$ cat src/rtl/sdram_pixel_packer_pkg.sv
`default_nettype none
// ============================================================================
//  Module      : sdram_pixel_packer_pkg
//  Description : Shared definitions for the camera-side SDRAM pixel packer:
//                exposure-tag encodings, FSM state encoding, frame geometry,
//                default frame base addresses and the exposure-advance helper.
//  Revision    : 1.0 - initial release
// ============================================================================
package sdram_pixel_packer_pkg;

  localparam int          c_PIXEL_W      = 16;
  localparam int          c_WORD_W       = 128;
  localparam int          c_PIX_PER_WORD = c_WORD_W / c_PIXEL_W;
  localparam int          c_FRAME_WORDS  = 38400;   // 640*480*16/128
  localparam int          c_ADDR_W       = 24;
  localparam logic [23:0] c_BASE_HIGH    = 24'h000000;
  localparam logic [23:0] c_BASE_MID     = 24'h010000;
  localparam logic [23:0] c_BASE_LOW     = 24'h020000;

  // Exposure tag as carried on wr_exp / exposure
  typedef enum logic [1:0] {
    EXP_HIGH = 2'd0,
    EXP_MID  = 2'd1,
    EXP_LOW  = 2'd2
  } exp_e;

  typedef enum logic [1:0] {
    ST_IDLE   = 2'd0,
    ST_ACTIVE = 2'd1,
    ST_DONE   = 2'd2
  } state_e;

  // Exposure bracketing order HIGH -> MID -> LOW -> HIGH
  function automatic exp_e next_exp(input exp_e e);
    case (e)
      EXP_HIGH: next_exp = EXP_MID;
      EXP_MID:  next_exp = EXP_LOW;
      default:  next_exp = EXP_HIGH;
    endcase
  endfunction

endpackage
`default_nettype wire

$ cat src/rtl/sdram_pixel_packer_pack_fifo2.sv
`default_nettype none
// ============================================================================
//  Module      : pack_fifo2
//  Description : Two-entry synchronous FIFO for packed SDRAM words. A push
//                while full is accepted only if a pop happens in the same
//                cycle; o_push_ok tells the caller whether the push landed.
//  Ports       : clk_25M, rst_n_25M (async active-low)
//                i_push/i_data   write side
//                i_pop           read side (ignored when empty)
//                o_data          head entry (registered storage)
//                o_full/o_empty  occupancy flags
//                o_push_ok       push accepted this cycle
//  Revision    : 1.0 - initial release
// ============================================================================
module pack_fifo2 #(
  parameter int DATA_W = 8
) (
  input  logic              clk_25M,
  input  logic              rst_n_25M,
  input  logic              i_push,
  input  logic [DATA_W-1:0] i_data,
  input  logic              i_pop,
  output logic [DATA_W-1:0] o_data,
  output logic              o_full,
  output logic              o_empty,
  output logic              o_push_ok
);

  logic [DATA_W-1:0] r_mem [2];
  logic              r_wr_ptr;
  logic              r_rd_ptr;
  logic [1:0]        r_count;
  logic              w_pop;

  assign o_empty   = (r_count == 2'd0);
  assign o_full    = (r_count == 2'd2);
  assign w_pop     = i_pop && !o_empty;
  // When full, the slot being vacated by the pop is the one the write lands in
  assign o_push_ok = i_push && (!o_full || w_pop);
  assign o_data    = r_mem[r_rd_ptr];

  always_ff @(posedge clk_25M or negedge rst_n_25M) begin
    if (!rst_n_25M) begin
      for (int i = 0; i < 2; i++) r_mem[i] <= '0;
      r_wr_ptr <= 1'b0;
      r_rd_ptr <= 1'b0;
      r_count  <= 2'd0;
    end else begin
      if (o_push_ok) begin
        r_mem[r_wr_ptr] <= i_data;
        r_wr_ptr        <= ~r_wr_ptr;
      end
      if (w_pop) r_rd_ptr <= ~r_rd_ptr;
      case ({o_push_ok, w_pop})
        2'b10:   r_count <= r_count + 2'd1;
        2'b01:   r_count <= r_count - 2'd1;
        default: r_count <= r_count;
      endcase
    end
  end

endmodule
`default_nettype wire

$ cat src/rtl/sdram_pixel_packer.sv
`default_nettype none
// ============================================================================
//  Module      : sdram_pixel_packer
//  Description : Packs camera pixels into SDRAM words (pixel 0 in the low
//                lane), tags each word with base(exposure)+word index and the
//                exposure tag, and queues it in a 2-entry output FIFO. The
//                exposure advances HIGH->MID->LOW at the end of each frame.
//  Ports       : clk_25M, rst_n_25M      pixel clock, async active-low reset
//                pixel_in/pixel_valid    pixel stream
//                frame_start             frame sync pulse
//                err_clr                 clears overflow / frame_err
//                wr_data/wr_addr/wr_exp  head word, address and tag
//                wr_valid/wr_ready       output handshake
//                exposure                exposure of the frame being captured
//                frame_done              pulse after the last word is packed
//                overflow/frame_err      sticky error flags
//  Revision    : 1.0 - initial release
// ============================================================================
module sdram_pixel_packer
  import sdram_pixel_packer_pkg::*;
#(
  parameter int                PIXEL_W     = c_PIXEL_W,
  parameter int                WORD_W      = c_WORD_W,
  parameter int                FRAME_WORDS = c_FRAME_WORDS,
  parameter int                ADDR_W      = c_ADDR_W,
  parameter logic [ADDR_W-1:0] BASE_HIGH   = ADDR_W'(c_BASE_HIGH),
  parameter logic [ADDR_W-1:0] BASE_MID    = ADDR_W'(c_BASE_MID),
  parameter logic [ADDR_W-1:0] BASE_LOW    = ADDR_W'(c_BASE_LOW)
) (
  input  logic               clk_25M,
  input  logic               rst_n_25M,
  input  logic [PIXEL_W-1:0] pixel_in,
  input  logic               pixel_valid,
  input  logic               frame_start,
  input  logic               err_clr,
  output logic [WORD_W-1:0]  wr_data,
  output logic [ADDR_W-1:0]  wr_addr,
  output logic [1:0]         wr_exp,
  output logic               wr_valid,
  input  logic               wr_ready,
  output logic [1:0]         exposure,
  output logic               frame_done,
  output logic               overflow,
  output logic               frame_err
);

  localparam int c_PPW     = WORD_W / PIXEL_W;
  localparam int c_LANE_W  = $clog2(c_PPW);
  // One extra count so the increment on the last word of a frame cannot wrap
  localparam int c_WCNT_W  = $clog2(FRAME_WORDS + 1);
  localparam int c_ENTRY_W = 2 + ADDR_W + WORD_W;
  localparam logic [c_LANE_W-1:0] c_LAST_LANE = c_LANE_W'(c_PPW - 1);
  localparam logic [c_WCNT_W-1:0] c_LAST_WORD = c_WCNT_W'(FRAME_WORDS - 1);

  state_e                r_state;
  exp_e                  r_exp;
  logic [c_LANE_W-1:0]   r_lane_cnt;
  logic [c_WCNT_W-1:0]   r_word_cnt;
  logic                  r_frame_done;
  logic                  r_overflow;
  logic                  r_frame_err;

  logic                  w_pix_we;
  logic [c_LANE_W-1:0]   w_lane_idx;
  logic                  w_push;
  logic [WORD_W-1:0]     w_word;
  logic [ADDR_W-1:0]     w_base;
  logic [ADDR_W-1:0]     w_addr;
  logic [c_ENTRY_W-1:0]  w_entry_in;
  logic [c_ENTRY_W-1:0]  w_entry_out;
  logic                  w_fifo_full;
  logic                  w_fifo_empty;
  logic                  w_fifo_pop;
  logic                  w_push_ok;
  logic                  w_ovf_set;
  logic                  w_ferr_set;

  // A pixel is captured in ACTIVE, or in any state when it rides along with
  // frame_start (it then becomes lane 0 of the new frame).
  assign w_pix_we   = pixel_valid && (frame_start || (r_state == ST_ACTIVE));
  assign w_lane_idx = frame_start ? '0 : r_lane_cnt;
  assign w_push     = pixel_valid && !frame_start && (r_state == ST_ACTIVE)
                      && (r_lane_cnt == c_LAST_LANE);

  // Lanes 0..N-2 are held in registers; the last lane is taken straight from
  // pixel_in so the word is complete on the cycle of its final pixel.
  for (genvar g = 0; g < c_PPW - 1; g++) begin : g_lane
    logic [PIXEL_W-1:0] r_pix;
    always_ff @(posedge clk_25M or negedge rst_n_25M) begin
      if (!rst_n_25M)
        r_pix <= '0;
      else if (w_pix_we && (w_lane_idx == c_LANE_W'(g)))
        r_pix <= pixel_in;
    end
    assign w_word[g*PIXEL_W +: PIXEL_W] = r_pix;
  end
  assign w_word[WORD_W-1 -: PIXEL_W] = pixel_in;

  always_comb begin
    w_base = BASE_HIGH;
    case (r_exp)
      EXP_MID: w_base = BASE_MID;
      EXP_LOW: w_base = BASE_LOW;
      default: w_base = BASE_HIGH;
    endcase
  end

  assign w_addr     = w_base + ADDR_W'(r_word_cnt);
  assign w_entry_in = {r_exp, w_addr, w_word};
  assign w_fifo_pop = wr_ready && !w_fifo_empty;
  assign w_ovf_set  = w_push && !w_push_ok;
  assign w_ferr_set = frame_start && (r_state == ST_ACTIVE);

  pack_fifo2 #(
    .DATA_W (c_ENTRY_W)
  ) u_fifo (
    .clk_25M   (clk_25M),
    .rst_n_25M (rst_n_25M),
    .i_push    (w_push),
    .i_data    (w_entry_in),
    .i_pop     (w_fifo_pop),
    .o_data    (w_entry_out),
    .o_full    (w_fifo_full),
    .o_empty   (w_fifo_empty),
    .o_push_ok (w_push_ok)
  );

  always_ff @(posedge clk_25M or negedge rst_n_25M) begin
    if (!rst_n_25M) begin
      r_state      <= ST_IDLE;
      r_exp        <= EXP_HIGH;
      r_lane_cnt   <= '0;
      r_word_cnt   <= '0;
      r_frame_done <= 1'b0;
      r_overflow   <= 1'b0;
      r_frame_err  <= 1'b0;
    end else begin
      r_frame_done <= 1'b0;
      case (r_state)
        ST_IDLE: begin
          if (frame_start) begin
            r_state    <= ST_ACTIVE;
            r_word_cnt <= '0;
            r_lane_cnt <= pixel_valid ? c_LANE_W'(1) : '0;
          end
        end
        ST_ACTIVE: begin
          if (frame_start) begin
            // Resync: drop the partial word, restart addressing, same exposure
            r_word_cnt <= '0;
            r_lane_cnt <= pixel_valid ? c_LANE_W'(1) : '0;
          end else if (pixel_valid) begin
            if (r_lane_cnt == c_LAST_LANE) begin
              // Counts even a dropped word so later addresses stay aligned
              r_lane_cnt <= '0;
              r_word_cnt <= r_word_cnt + c_WCNT_W'(1);
              if (r_word_cnt == c_LAST_WORD) begin
                r_state      <= ST_DONE;
                r_frame_done <= 1'b1;
              end
            end else begin
              r_lane_cnt <= r_lane_cnt + c_LANE_W'(1);
            end
          end
        end
        ST_DONE: begin
          r_exp <= next_exp(r_exp);
          if (frame_start) begin
            r_state    <= ST_ACTIVE;
            r_word_cnt <= '0;
            r_lane_cnt <= pixel_valid ? c_LANE_W'(1) : '0;
          end else begin
            r_state <= ST_IDLE;
          end
        end
        default: r_state <= ST_IDLE;
      endcase

      // Sticky flags: a set event beats err_clr in the same cycle
      if (w_ovf_set)      r_overflow <= 1'b1;
      else if (err_clr)   r_overflow <= 1'b0;
      if (w_ferr_set)     r_frame_err <= 1'b1;
      else if (err_clr)   r_frame_err <= 1'b0;
    end
  end

  assign wr_valid   = !w_fifo_empty;
  assign wr_data    = w_entry_out[WORD_W-1:0];
  assign wr_addr    = w_entry_out[WORD_W +: ADDR_W];
  assign wr_exp     = w_entry_out[c_ENTRY_W-1 -: 2];
  assign exposure   = r_exp;
  assign frame_done = r_frame_done;
  assign overflow   = r_overflow;
  assign frame_err  = r_frame_err;

endmodule
`default_nettype wire

$ cat config.mk
export PLATFORM = sky130hd
export DESIGN_NAME = sdram_pixel_packer
export DESIGN_NICKNAME = d
export VERILOG_FILES = /design/src/rtl/sdram_pixel_packer_pkg.sv /design/src/rtl/sdram_pixel_packer_pack_fifo2.sv /design/src/rtl/sdram_pixel_packer.sv
export SDC_FILE = /design/constraint.sdc
export NUM_CORES = 1
export LEC_CHECK = 0
export CORE_ASPECT_RATIO = 1.25
export CORE_MARGIN = 3
export CORE_UTILIZATION = 40
export DETAILED_ROUTE_END_ITERATION = 6
export DONT_BUFFER_PORTS = 1
export GPL_ROUTABILITY_DRIVEN = 0
export SLEW_MARGIN = 20
export SYNTH_ARGS = -nofsm -noshare
export SYNTH_HDL_FRONTEND = slang
export SYNTH_SLANG_ARGS = --single-unit
$ cat constraint.sdc
create_clock -name clk_25M -period 3.5 [get_ports clk_25M]
set_input_delay 0.35 -clock clk_25M [delete_from_list [all_inputs] [get_ports clk_25M]]
set_output_delay 0.35 -clock clk_25M [all_outputs]
set_load 0.05 [all_outputs]
Word-level counts from Yosys, hierarchy flattened --
Index checks and enable logic that the tools add are counted. Widths: inputs -> output; s select.
Storage, ports and cells: input bits 22, bits in registers 450, bits in writable memories 0, latch bits 0, memories 0, memory bits (read-only) 0
Cells by class: reduce and logical (&&, ||, !) cells 35, shift-type cells 0, equality and inequality tests 23, order comparisons 3, divide/modulo/power cells 0, add/sub/neg operators 5, bitwise logic cells 4, multiplexer cells 36, multiply operators 0
Operators with widths (count):
- $mux 154 | 4
- $bwmux 308 | 1
- $demux 154 s1 | 1
- $mux 16 | 4
- $pmux 18 s2 | 1
- $pmux 16 s2 | 1
- $add 24x16->24 | 1
- $logic_and 1x1->1 | 17
- $add 16x1->16 const B | 1
- $eq 16x16->1 const B | 1
- $mux 3 | 5
- $eq 3x3->1 const B | 4
- $mux 1 | 10
- $mux 2 | 5
- $eq 2x2->1 const B | 4
- $pmux 2 s2 | 2
- $reduce_bool 2->1 | 4
- $eq 2x1->1 const B | 3
- $eq 3x2->1 const B | 2
- $logic_not 2->1 | 3
- $ne 2x1->1 const B | 3
- $ne 2x2->1 const B | 3
- $pmux 2 s3 | 1
- $pmux 3 s2 | 1
- 17 further kinds | 24

Longest topological paths before layout --
Gate-level depths: netlist of the first run.
depth after elaboration 9, depth in mapped cells 7, mapped depth without buffers 7

Modules after synthesis --
From an unflattened synthesis of the first run, not the netlist that was laid out.
Unflattened totals: cell total of the unflattened synthesis 1234, area total of the unflattened synthesis 19386.1 um^2
Modules (own cells, without submodules):
- pack_fifo2 | sequential area each 7807.5 um^2, instances 1, cells an instance 840, area each 13669.4 um^2
- sdram_pixel_packer | sequential area each 3453.3 um^2, instances 1, cells an instance 394, area each 5716.7 um^2

Least setup slack after synthesis of the first run --
No wires, ideal clock.
path kind flip-flop to flip-flop, from register r_lane_cnt[0], to register u_fifo.r_mem[104] (netlist bit), setup slack 1464 ps, arrival time 1912 ps, cell stages (with the launch flop) 8, library setup time 125 ps, cell sequence dfrtp_1 ha_1 ha_1 and3_1 nand3_1 buf_2 buf_2 mux2_2
On the way: cells in the longest elaborated chain, start to end 3
Ends and longest elaborated chain:
- start: declaration | line sdram_pixel_packer.sv:57 | logic [c_LANE_W-1:0] r_lane_cnt;
- start signal: assignment | line sdram_pixel_packer.sv:144 | r_lane_cnt <= pixel_valid ? c_LANE_W'(1) : '0;
- start signal: assignment | line sdram_pixel_packer.sv:151 | r_lane_cnt <= pixel_valid ? c_LANE_W'(1) : '0;
- start signal: assignment | line sdram_pixel_packer.sv:162 | r_lane_cnt <= r_lane_cnt + c_LANE_W'(1);
- $eq 3x3->1 | line sdram_pixel_packer.sv:83 | && (r_lane_cnt == c_LAST_LANE);
- $logic_and 1x1->1 | line sdram_pixel_packer.sv:83
- $logic_and 1x1->1 | line sdram_pixel_packer_pack_fifo2.sv:39 | assign o_push_ok = i_push && (!o_full || w_pop);
- end signal: indexed assignment | line sdram_pixel_packer_pack_fifo2.sv:50 | r_mem[r_wr_ptr] <= i_data;
- end: declaration | line sdram_pixel_packer_pack_fifo2.sv:29 | logic [DATA_W-1:0] r_mem [2];
No other way between the ends. A chain may end at the register's enable or synchronous reset.

Worst setup path after layout of the first run --
from register u_fifo.r_rd_ptr, to output port wr_data[72]
On the way: cells in the longest elaborated chain, start to end 4
Ends and longest elaborated chain:
- start: declaration | line sdram_pixel_packer_pack_fifo2.sv:31 | logic r_rd_ptr;
- start signal: assignment | line sdram_pixel_packer_pack_fifo2.sv:53 | if (w_pop) r_rd_ptr <= ~r_rd_ptr;
- $not 1->2 (implied by the code) | line sdram_pixel_packer_pack_fifo2.sv:40 | assign o_data = r_mem[r_rd_ptr];
- $mux 154 (implied by the code) (3 in a row) | line sdram_pixel_packer_pack_fifo2.sv:40
- end: declaration | line sdram_pixel_packer.sv:36 | output logic [WORD_W-1:0] wr_data,
No other way between the ends. The select of a mux whose other input is x is not followed.

==> qor.txt, run 1 <==
Outcome: finished, violations left
Failing checks: hold timing, slew limit
CTS Root Cell: clkbuf_16
Final hold viol count: 438
Standard-cell rows: 87
Hold Crit Class: input pin to asynchronous set/reset pin
Clock latency on the worst-skew pair: 0.56 ns
Type of origin of the critical path: flip-flop
Port Buffers: 0
Pwr dens: 567 nW/um^2
Placed Instance Area: 19100 um^2
CTS Hold Bufs: 19
Die Y: 247 um
Syn avg cell area: 15.5 um^2
Largest net degree at the start of global routing: 439
Drt initial violations: 284
Ant. Diodes: 0
Final period util: 78.5%
Core area: 45500 um^2
Cells after Synth: 1204
Number of routed nets with antenna violations: 0
Clock sink count: 438
Fmax: 0.364 GHz
Detailed Place HPWL: 25200 um
Die W: 199 um
Register cell area after layout: 11000 um^2
Worst hold slack: -0.516 ns
Clk_skew: 0.0124 ns
Detailed-route via count: 9682
DIE AREA: 49200 um^2
First-pass GRT wire length: 64300 um
MaxCap Viol Count: 0
GRT overflow: 0
Worst Setup End Kind: primary output
Vias in the first global route: 10200
Comb power frac: 10.2%
Detail-routed net length per standard cell: 23.3 um
H-tree levels: 2
Setup WS pre-CTS: 0.917 ns
Worst VDD drop: 389 uV
Post-CTS setup buffers: 0
Worst Max-Slew Pin Slew: 1.78 ns
Final worst slack: 0.752 ns
Unrepaired setup endpoints after global routing: no
Period minus WS final: 2.75 ns
Tot GR Track Use: 17.3%
Multi-input logic area: 7210 um^2
Fin area: 20800 um^2
Clock power frac: 41.5%
Sw Pwr: 0.00292 W
TritonCTS clock tree: done
Initial core utilization: 40.9%
Final nets: 1245
Leakage power: 10.3 nW
Total Wirelength: 42600 um
Reg clk slew, reported paths: 0.06 ns
Data arrival, critical path: 2.40 ns
Ys Warns: 0
Ys flop type: dfrtp_1
Num CTS Buffers: 46
Number of synthesized flops with an enable pin: 0
Share of layout cells above drive strength 1: 51.9%
Syn-to-layout area delta: 11.9%
Worst path required time: 3.15 ns
Critical path peak fanout: 37
Post-synth ARST share: 100%
Sequential-to-total area share from yosys stat: 58.9%
Vias/cell: 5.29
Max Buffers Root-to-Sink: 3
Post-cts sizing count: 0
Reg power frac: 48.3%
Net Sw Frac: 24.7%
Filler cell count: 4032
Max_slew headroom: -18.7%
Critical path class: flip-flop to primary output
Final setup fails: 0
Setup TNS: 0 ns
Area of the mapped netlist: 18600 um^2
Drc violations: 0
Design internal power: 0.00890 W
Number of synthesized register bits: 438
Ports: 182
Distinct cells, synth: 49
Initial DRT Pass Iterations: 4
Slew Viols, Final: 195
Initial antenna violation count: 11
## worst paths after layout
path | cells past startpoint | end | start | slack [ns]
setup / recovery | 2 | wr_data[72] | u_fifo.r_rd_ptr | 0.75
hold / removal | 0 | u_fifo.r_mem[307] | rst_n_25M | -0.52
setup reg to reg | 6 | r_word_cnt[12] | r_lane_cnt[1] | 0.91
hold reg to reg | 1 | u_fifo.r_count[1] | u_fifo.r_count[1] | 0.48
max in group asynchronous | 0 | u_fifo.r_mem[199] | rst_n_25M | 2.59
min in group clk_25M | 2 | u_fifo.r_rd_ptr | wr_ready | 0.05
## power by group through the flow
stage                     Sequential, W  Combinational, W  Clock [W]
after floorplan                 0.00562           0.00101          0
after global placement          0.00579           0.00114          0
after detailed placement        0.00581           0.00116          0
after CTS                       0.00572           0.00124    0.00507
after global routing            0.00577           0.00129    0.00528
final                           0.00571           0.00121    0.00490
## Yosys cell counts (all sizes together), types with 2 or more instances
master	count	area [um^2]
a21oi	8	40.0
nor3b	2	37.5
nor4	5	31.3
nor4b	2	17.5
dfrtp	438	11000
buf	55	393
nand4	7	43.8
nand3	9	45.0
nand2	12	45.0
mux2	560	6340
nand3b	2	22.5
o22ai	3	18.8
or3	5	31.3
xnor2	7	61.3
clkbuf	19	71.3
nand2b	2	20.0
nor2b	6	37.5
o21ai	8	40.0
and3	5	31.3
inv	5	18.8
nor2	15	58.8
o31ai	2	15.0
and2	2	12.5
ha	4	50.1
xor2	4	35.0
a22o	2	17.5
## per-layer routing
layer / part of all wire (%) / track usage, % / wire length [um]
met1: 43 / 22.0 / 18300
met4: 1.9 / 3.89 / 798
met3: 5.9 / 5.07 / 2510
met5: 0.038 / 0 / 16
met2: 49 / 29.3 / 21000
## per-stage QoR
step | total power, W | std cells | util (%)
2_1_floorplan | 0.00663 | 1209 | -
5_1_grt | 0.0123 | 1831 | 45.8
3_5_place_dp | 0.00697 | 1730 | 42.0
4_1_cts | 0.0120 | 1831 | 45.8
6_report | 0.0118 | 1831 | 45.8
3_3_place_gp | 0.00693 | 1730 | 42.0
## critical path, cell delays in order (launching register included)
cell	delay [ns]
dfrtp_4	0.85
buf_4	0.43
mux2_2	0.53
## registers in the layout, indices dropped and copies added (netlist names)
signal	cells
u_fifo.r_mem	296
g_lane.r_pix	112
r_word_cnt	16
r_lane_cnt	3
exposure	2
r_state	2
u_fifo.r_count	2
frame_done	1
frame_err	1
overflow	1
u_fifo.r_rd_ptr	1
u_fifo.r_wr_ptr	1
## kinds of logic after synthesis
kind of cell | Yosys count | synth area share [%]
simple gates | 82 | 2.68
xor+xnor | 11 | 0.518
fa+ha+maj | 4 | 0.269
other cells | 1 | 0.0201
flops | 438 | 58.9
mux | 560 | 34.1
buf+inv | 79 | 2.59
compound gates | 29 | 0.955
## final cells by class
type                       instances  share of cell area, %
multi-input combinational        692                   34.6
tap                              578                   3.47
clock inverter                    12                  0.607
sequential                       438                   52.6
timing repair buffer              36                   1.83
clock buffer                      70                   6.75
inverter                           5                 0.0901
## cell usage in the layout (no fill, tap or decap), types with 2 or more instances in the layout
master         synthesis  final
mux2_1                10     10
mux2_2               540    540
clkinv_2               0      6
nand4_1                7      7
nand3_1                9      8
clkbuf_8               0     10
xor2_1                 4      4
or3_1                  5      5
nor3b_4                2      2
nor4b_1                2      2
ha_1                   4      4
nor2b_1                6      6
o22ai_1                3      3
dfrtp_1              438    437
a22o_1                 2      2
and2_1                 2      2
nor4_1                 5      5
o31ai_1                2      2
inv_1                  5      5
nand3b_2               2      2
buf_4                 13     12
and3_1                 5      5
buf_12                 0      5
nand2_1               12     12
clkbuf_16              0     49
xnor2_1                7      7
bufinv_16              0      2
nor2_1                14     13
a21oi_1                8      8
clkbuf_1              19     11
mux2_4                10     10
conb_1                 1      6
dlygate4sd3_1          0     19
o21ai_0                8      8
Note: power is estimated with default switching activity, not from simulation.
==> run 2: changes to the inputs <==
clock period = 2.3 ns   (was 3.5 ns; I/O delays follow)
==> qor.txt, run 2 (same netlist as run 1, synthesis figures left out) <==
Top reg by flops: u_fifo.r_mem (unchanged)
GRT overflow: 0 (unchanged)
Worst hold slack: -0.632 ns (was -0.516 ns)
Outcome: finished, violations left (unchanged)
Final nets: 1266 (was 1245)
Type of origin of the critical path: flip-flop (unchanged)
Sw Pwr: 0.00437 W (was 0.00292 W)
CP max stage delay: 0.54 ns (was 0.85 ns)
Post-cts sizing count: 0 (unchanged)
Initial core utilization: 40.9% (unchanged)
Die Y: 247 um (unchanged)
Final std cells w/o fill: 1854 (was 1831)
Critical path class: flip-flop to primary output (unchanged)
Num CTS Buffers: 45 (was 46)
Total Wirelength: 42300 um (was 42600 um)
Worst path required time: 2.07 ns (was 3.15 ns)
Vias/cell: 5.31 (was 5.29)
Hold Crit Class: input pin to asynchronous set/reset pin (unchanged)
Die W: 199 um (unchanged)
Worst VDD drop: 573 uV (was 389 uV)
MaxCap Viol Count: 0 (unchanged)
Ports: 182 (unchanged)
Failing checks: hold timing, slew limit (unchanged)
Max reg flops: 296 (unchanged)
Net Sw Frac: 24.7% (about the same)
Worst Setup End Kind: primary output (unchanged)
Syn-to-layout area delta: 13.2% (was 11.9%)
Clock power frac: 40.5% (was 41.5%)
Period minus WS final: 2.17 ns
Setup TNS: 0 ns (unchanged)
Core area: 45500 um^2 (unchanged)
Multi-input logic area: 7210 um^2 (unchanged)
Tot GR Track Use: 17.4% (was 17.3%)
Filler cell count: 4058 (was 4032)
Port Buffers: 0 (unchanged)
Commonest non-fill, non-tap cells in the layout: mux2_2 (540), dfrtp_1 (437), clkbuf_16 (45), buf_4 (22), dlygate4sd3_1 (21) (was mux2_2 (540), dfrtp_1 (437), clkbuf_16 (49), dlygate4sd3_1 (19), nor2_1 (13))
Max Buffers Root-to-Sink: 3 (unchanged)
Fmax: 0.461 GHz
Pwr dens: 840 nW/um^2 (was 567 nW/um^2)
H-tree levels: 2 (unchanged)
Slowest-stage cell, CP: mux2_2 (was dfrtp_4)
Unrepaired setup endpoints after global routing: no (unchanged)
Clock latency on the worst-skew pair: 0.57 ns (was 0.56 ns)
Largest net degree at the start of global routing: 439 (unchanged)
Worst Max-Slew Pin Slew: 2.03 ns (was 1.78 ns)
Clock sink count: 438 (unchanged)
Detail-routed net length per standard cell: 22.8 um (was 23.3 um)
Post-CTS setup buffers: 0 (unchanged)
CTS Hold Bufs: 21 (was 19)
CTS Root Cell: clkbuf_16 (unchanged)
Share of layout cells above drive strength 1: 52.7% (was 51.9%)
Drc violations: 0 (unchanged)
Reg clk slew, reported paths: 0.06 ns (about the same)
Register cell area after layout: 11000 um^2 (unchanged)
Final period util: 94.4%
Number of routed nets with antenna violations: 0 (unchanged)
Leakage power: 10.4 nW (was 10.3 nW)
Reg power frac: 48.3% (about the same)
Detailed-route via count: 9837 (was 9682)
Standard-cell rows: 87 (unchanged)
Clk_skew: 0.0148 ns (was 0.0124 ns)
TritonCTS clock tree: done (unchanged)
Vias in the first global route: 10600 (was 10200)
Placed insts: 1750 (was 1730)
Comb power frac: 11.2% (was 10.2%)
Design internal power: 0.0133 W (was 0.00890 W)
DIE AREA: 49200 um^2 (unchanged)
Initial antenna violation count: 3 (was 11)
Max_slew headroom: -35.4% (was -18.7%)
Crit path cell chain: buf_12, mux2_2 (was buf_4, mux2_2)
Critical path peak fanout: 56 (was 37)
Initial DRT Pass Iterations: 4 (unchanged)
Final setup fails: 0 (unchanged)
Detailed Place HPWL: 25700 um (was 25200 um)
Slew Viols, Final: 218 (was 195)
Commonest non-fill, non-tap cell in the layout: mux2_2 (unchanged)
Final hold viol count: 438 (unchanged)
Drt initial violations: 346 (was 284)
First-pass GRT wire length: 65100 um (was 64300 um)
Data arrival, critical path: 1.94 ns (was 2.40 ns)
Top Registers: u_fifo.r_mem (296), g_lane.r_pix (112), r_word_cnt (16) (unchanged)
run 2: changes by cell type in the layout (fill, tap and decap cells not counted), moves of 2 or more:
cell and change:
buf_12 +10, clkbuf_8 +9, clkbuf_16 -4, clkinv_2 -2, buf_4 +10, clkbuf_1 -2
diode_2 +2, inv_6 +2, dlygate4sd3_1 +2, bufinv_16 -2
run 2: critical path, delay by kind of cell (launching register included):
family | cells | cell delay, ns
multiplexers | 1 | 0.54
flip-flops | 1 | 0.46
buffers and inverters | 1 | 0.28
run 2: final timing paths:
path                                   start  slack, ns  cells after the start                 end
setup / recovery             u_fifo.r_rd_ptr       0.13                      2         wr_data[15]
hold / removal                     rst_n_25M      -0.63                      0   u_fifo.r_mem[144]
setup reg to reg                  r_state[1]       0.24                      5  g_lane[4].r_pix[5]
hold reg to reg            u_fifo.r_count[1]       0.48                      1   u_fifo.r_count[1]
max in group asynchronous          rst_n_25M       1.05                      0     u_fifo.r_rd_ptr
min in group clk_25M             pixel_valid       0.03                      4       r_lane_cnt[2]
run 2: final cells by class:
type	count	area share (%)
sequential	438	52.0
multi-input combinational	692	34.2
clock buffer	73	6.75
tap	578	3.43
timing repair buffer	58	3.21
clock inverter	8	0.255
inverter	5	0.0891
antenna	2	0.0238
run 2: power groups by stage:
stage | sequential (W) | clock [W] | combinational (W)
floorplan | 0.00855 | 0 | 0.00154
global placement | 0.00867 | 0 | 0.00189
detailed placement | 0.00870 | 0 | 0.00191
CTS | 0.00855 | 0.00746 | 0.00204
global route | 0.00863 | 0.00778 | 0.00212
finish | 0.00855 | 0.00717 | 0.00199
run 2: layer usage:
layer  vias to the layer above  global-route usage [%]  wire length (um)
li1                       4382                       -                 -
met5                         -                       0                 0
met4                         0                    3.99               730
met2                       183                    29.5             21100
met1                      5225                    21.9             17700
met3                        47                    5.25              2780
run 2: stage by stage:
stage | util, % | area (um^2) | worst slack (ns) | hold slack (ns) | total power (W)
6_report | 46.3 | 21100 | 0.129 | -0.632 | 0.0177
5_1_grt | 46.3 | 21100 | 0.0461 | -0.677 | 0.0185
4_1_cts | 46.3 | 21100 | 0.0713 | -0.674 | 0.0180
3_5_place_dp | 42.6 | 19400 | 0.220 | -0.0546 | 0.0106
3_3_place_gp | 42.6 | 19400 | 0.226 | -0.0532 | 0.0106
2_1_floorplan | - | 18600 | 0.264 | -0.0656 | 0.0101
==> run 3: changes to the inputs <==
SYNTH_HIERARCHICAL = 1   (was default)
==> qor.txt, run 3 <==
Post-CTS setup buffers: 0 (unchanged)
Reg clk slew, reported paths: 0.06 ns (about the same)
Final setup fails: 0 (unchanged)
Core area: 47500 um^2 (was 45500 um^2)
Drt initial violations: 369 (was 346)
Largest net degree at the start of global routing: 451 (was 439)
H-tree levels: 2 (unchanged)
DIE AREA: 51100 um^2 (was 49200 um^2)
Die Y: 252 um (was 247 um)
Failing checks: hold timing, slew limit (unchanged)
Detail-routed net length per standard cell: 22.6 um (was 22.8 um)
Filler cell count: 4181 (was 4058)
Ports: 182 (unchanged)
Drc violations: 0 (unchanged)
Num CTS Buffers: 48 (was 45)
TritonCTS clock tree: done (unchanged)
Critical path class: flip-flop to flip-flop (was flip-flop to primary output)
CTS Root Cell: clkbuf_16 (unchanged)
RR Startpoint: u_fifo/r_count[0] (was r_state[1])
Max Buffers Root-to-Sink: 3 (unchanged)
Top reg by flops: u_fifo/r_mem (was u_fifo.r_mem)
Data arrival, critical path: 2.59 ns (was 1.94 ns)
Worst Max-Slew Pin Slew: 1.71 ns (was 2.03 ns)
Number of routed nets with antenna violations: 0 (unchanged)
Wire length on met2: 21400 um (was 21100 um)
MaxCap Viol Count: 0 (unchanged)
Vias/cell: 5.17 (was 5.31)
Critical path peak fanout: 24 (was 56)
Final hold viol count: 450 (was 438)
Worst hold slack: -0.626 ns (was -0.632 ns)
First-pass GRT wire length: 68000 um (was 65100 um)
Clock sink count: 450 (was 438)
Area of the mapped netlist: 19400 um^2 (was 18600 um^2)
Type of origin of the critical path: flip-flop (unchanged)
Syn-to-layout area delta: 13.3% (was 13.2%)
R2R cell count: 7 (was 5)
Final nets: 1308 (was 1266)
Clock latency on the worst-skew pair: 0.56 ns (was 0.57 ns)
Worst VDD drop: 563 uV (was 573 uV)
Share of layout cells above drive strength 1: 53.2% (was 52.7%)
Setup TNS: 0 ns (unchanged)
Period minus WS final: 2.16 ns (was 2.17 ns)
R2R Path End: u_fifo/r_mem[223] (was g_lane[4].r_pix[5])
Worst Setup End Kind: flip-flop (was primary output)
Max reg flops: 308 (was 296)
Hold Crit Class: input pin to asynchronous set/reset pin (unchanged)
Post-cts sizing count: 0 (unchanged)
Final period util: 93.7% (was 94.4%)
CTS Hold Bufs: 19 (was 21)
Initial antenna violation count: 8 (was 3)
Slew Viols, Final: 143 (was 218)
Top Registers: u_fifo/r_mem (308), g_lane.r_pix (112), r_word_cnt (16) (was u_fifo.r_mem (296), g_lane.r_pix (112), r_word_cnt (16))
Clk_skew: 0.00987 ns (was 0.0148 ns)
Top sig layer: met4 (unchanged)
Final Util: 46.2% (was 46.3%)
Detailed Place HPWL: 26400 um (was 25700 um)
Ys Warns: 6 (was 0)
Cells after Synth: 1233 (was 1204)
Outcome: finished, violations left (unchanged)
Syn avg cell area: 15.7 um^2 (was 15.5 um^2)
Fmax: 0.464 GHz (was 0.461 GHz)
Initial DRT Pass Iterations: 4 (unchanged)
Commonest non-fill, non-tap cell in the layout: mux2_2 (unchanged)
Detail Route met3 WL: 2650 um (was 2780 um)
Die W: 203 um (was 199 um)
Detailed-route via count: 10100 (was 9837)
Port Buffers: 0 (unchanged)
Commonest non-fill, non-tap cells in the layout: mux2_2 (506), dfrtp_1 (449), mux2_4 (70), clkbuf_16 (49), buf_4 (22) (was mux2_2 (540), dfrtp_1 (437), clkbuf_16 (45), buf_4 (22), dlygate4sd3_1 (21))
Pwr dens: 858 nW/um^2 (was 840 nW/um^2)
Total Wirelength: 44100 um (was 42300 um)
Met1 wire length: 19300 um (was 17700 um)
Initial core utilization: 40.8% (was 40.9%)
Standard-cell rows: 89 (was 87)
GRT overflow: 0 (unchanged)
Vias in the first global route: 10800 (was 10600)
Worst path required time: 2.74 ns (was 2.07 ns)
Unrepaired setup endpoints after global routing: no (unchanged)
Max_slew headroom: -13.9% (was -35.4%)
Tot GR Track Use: 17.2% (was 17.4%)
Reg-to-reg setup timing slack: 0.14 ns (was 0.24 ns)
Leakage power: 10.7 nW (was 10.4 nW)
[run 3: cell count changes in the layout (fill, tap and decap cells not counted), sizes merged, moves of 5 or more]
cell    change
conb        +6
dfrtp      +12
mux2       +16
nand2       +8
nand2b      +5
nand4       -5
[run 3: routing by layer]
| metal | GRT usage (%) | vias to the layer above |
|---|---|---|
| met2 | 28.7 | 187 |
| met5 | 0 | - |
| li1 | - | 4508 |
| met3 | 5.06 | 59 |
| met1 | 22.5 | 5342 |
| met4 | 3.60 | 0 |
[run 3: how the worst max path moves through the flow]
stage / from / end / slack [ns] / cells past startpoint
finish: u_fifo/r_count[0] / u_fifo/r_mem[223] / 0.14 / 7
global route: u_fifo/r_count[0] / u_fifo/r_mem[223] / 0.02 / 7
CTS: u_fifo/r_rd_ptr / wr_data[48] / 0.11 / 2
detailed placement: r_lane_cnt[1] / u_fifo/r_mem[223] / 0.13 / 8
global placement: u_fifo/r_count[0] / u_fifo/r_mem[223] / 0.18 / 7
floorplan: r_state[1] / u_fifo/r_mem[112] / 0.20 / 10
[run 3: cell type report]
cell class                 count  area, um^2  share of cell area, %
sequential                   450       11300                   51.3
multi-input combinational    720        7720                   35.2
clock buffer                  70        1420                   6.44
tap                          637         797                   3.63
timing repair buffer          55         636                   2.89
clock inverter                11        90.1                  0.410
inverter                       7        26.3                  0.120
antenna                        2        5.00                 0.0228
[run 3: power by group]
part / leakage (nW) / total, W / internal, W / switching (W)
clock network: 0.745 / 0.00745 / 0.00435 / 0.00310
registers: 6.13 / 0.00898 / 0.00854 / 0.000438
logic: 3.84 / 0.00242 / 0.00114 / 0.00127
total: 10.7 / 0.0188 / 0.0140 / 0.00481
[run 3: worst max-delay path: stages, from the launching register on]
cell	delay (ns)
dfrtp_1	0.46
nor2_1	0.11
nor2b_1	0.25
nor3b_4	0.10
nor3b_4	0.24
buf_12	0.24
buf_12	0.25
mux2_2	0.36
[run 3: through the flow]
stage / total power (W) / hold WS (ns) / setup WS [ns] / cells / area, um^2
after detailed placement: 0.0115 / -0.0266 / 0.134 / 1850 / 20300
after global placement: 0.0114 / -0.0249 / 0.180 / 1850 / 20300
after CTS: 0.0192 / -0.640 / 0.111 / 1950 / 22000
after global routing: 0.0197 / -0.668 / 0.0197 / 1950 / 22000
after floorplan: 0.0109 / -0.0656 / 0.196 / 1244 / 19400
final: 0.0188 / -0.626 / 0.145 / 1952 / 22000
==> variant: new RTL, config.mk and constraints of run 1 <==
Put one more register stage on the output `frame_err`. The value now appears one clock later. The other outputs are not delayed to match.
--- a/src/rtl/sdram_pixel_packer.sv
+++ b/src/rtl/sdram_pixel_packer.sv
@@ -192,5 +192,7 @@
   assign frame_done = r_frame_done;
   assign overflow   = r_overflow;
-  assign frame_err  = r_frame_err;
+  always_ff @(posedge clk_25M) begin
+    frame_err <= r_frame_err;
+  end
 
 endmodule
Check against the original RTL: not equivalent (Yosys sat finds a counterexample within 4 cycles, from zero or initial values and one cycle with rst_n_25M low).
==> variant against run 1 <==
- the run still ends with hold timing, slew limit left
- synthesized area rose by 0.11%
- register-to-register slack barely moved
- setup slack improved by 0.013 ns
- final cell count rose by 0.22%
- power rose by 5.3%
- design area rose by 1.3%
- wire length fell by 0.90%
- via count rose by 0.42%
- sequential cell count rose by 1
- largest cell class unchanged
- largest power group unchanged
- highest routed layer is now met4
==> variant: results (changes against run 1) <==
GRT
  – First-pass GRT wire length: 64.83 mm (+0.87%)
  – Largest net degree at the start of global routing: 439 (unchanged)
  – Initial antenna violation count: 1 (-10)
  – GRT Total Usage: 17.27% (-0.039 points)
  – Vias in the first global route: 10.36k (+1.5%)

Yosys
  – Distinct cells, synth: 50 (+2.0%)
  – Synth Area in XOR/XNOR: 0.5170% (-0.00056 points)
  – Area share of fa/ha/maj cells after synthesis: 0.2686% (-0.00029 points)
  – Post-synthesis mux area share: 34.04% (-0.037 points)
  – Synth area leaders: dfrtp_1 (59%), mux2_2 (33%), mux2_4 (0.81%), buf_6 (0.79%), buf_2 (0.62%)
  – Seq/Total Area, Yosys: 58.93% (about the same)
  – Synth async-reset ratio: 99.77% (-0.23 points)
  – Compound-Gate Fraction of Synth Area: 0.9535% (-0.0010 points)

Power
  – P_int: 9.508 mW (+6.8%)
  – Peak VDD IR: 383.3 µV (-1.5%)
  – Gate power share: 9.7% (-0.5 points)
  – Logic power comb: 1.21 mW (about the same)
  – Leak: 10.41 nW (+1.3%)
  – Power Sequential: 5.71 mW (about the same)

Clocking
  – Cts hold-fix bufs: 20 (+1)

STA
  – Max-slew headroom: -71.90% (-53 points)
  – Clock Skew: 0.02326 ns (+0.01084 ns)
  – Max-slew violations: 309 (+58%)
  – Hold Violations, Final: 274 (-37%)
  – Final hold slack: -0.5151 ns (+0.001298 ns)

Setup path
  – FF-to-FF End: u_fifo.r_mem[261]
  – Crit-path max FO: 32 (-14%)
  – CP startpoint: u_fifo.r_rd_ptr
  – CP max stage delay: 0.79 ns (-0.06 ns)
  – Worst setup endpoint: wr_data[8]
  – R2r worst-path depth: 6 (unchanged)
  – Worst Path Arrival: 2.38 ns (-0.02 ns)
  – Reg2Reg Launch Point: r_lane_cnt[1]

Run status
  – Failing checks: hold timing, slew limit
  – Status: complete, but fails checks

Final layout
  – Nets: 1,244 (-0.080%)
  – Share of layout cells above drive strength 1: 52.55% (+0.67 points)

Drt
  – Final wirelength: 42.21 mm (-0.90%)
  – Routed vias: 9,723 (+0.42%)
  – First-iteration detailed-routing DRC count: 382 (+35%)

Placement
  – HPWL after detailed placement: 25.06 mm (-0.67%)
variant: through the flow:
stage,std cells,instance area [µm²],hold slack [ns],worst slack (ns)
after floorplan,1210,18650,0.05441,1.464
after global placement,1728,19120,0.06583,1.000
after detailed placement,1728,19120,0.06590,0.9256
after CTS,1834,21090,-0.5553,0.6944
after global routing,1834,21090,-0.5595,0.6469
final,1835,21090,-0.5151,0.7653
variant: final cells by class:
class	instances	area, µm²
fillers	4031	24520
clock buffers	69	1481
clock inverters	17	294.0
flip-flops and latches	439	10980
repair buffers	34	380.4
inverters	5	18.77
well taps	578	723.2
diodes	1	2.502
multi-input cells	692	7209
variant: metal layers:
layer  vias to the layer above  GRT usage [%]  share of wire, %
li1                       4346              -                 -
met1                      5133          22.22                43
met2                       183          29.01                49
met3                        61          5.151               6.4
met4                         0          3.722               1.7
met5                         -              0                 0
variant: worst max-delay path, delay by kind of cell (launching register included):
family	cells	cell delay (ns)
DFF	1	0.79
buffers and inverters	1	0.45
muxes	1	0.52
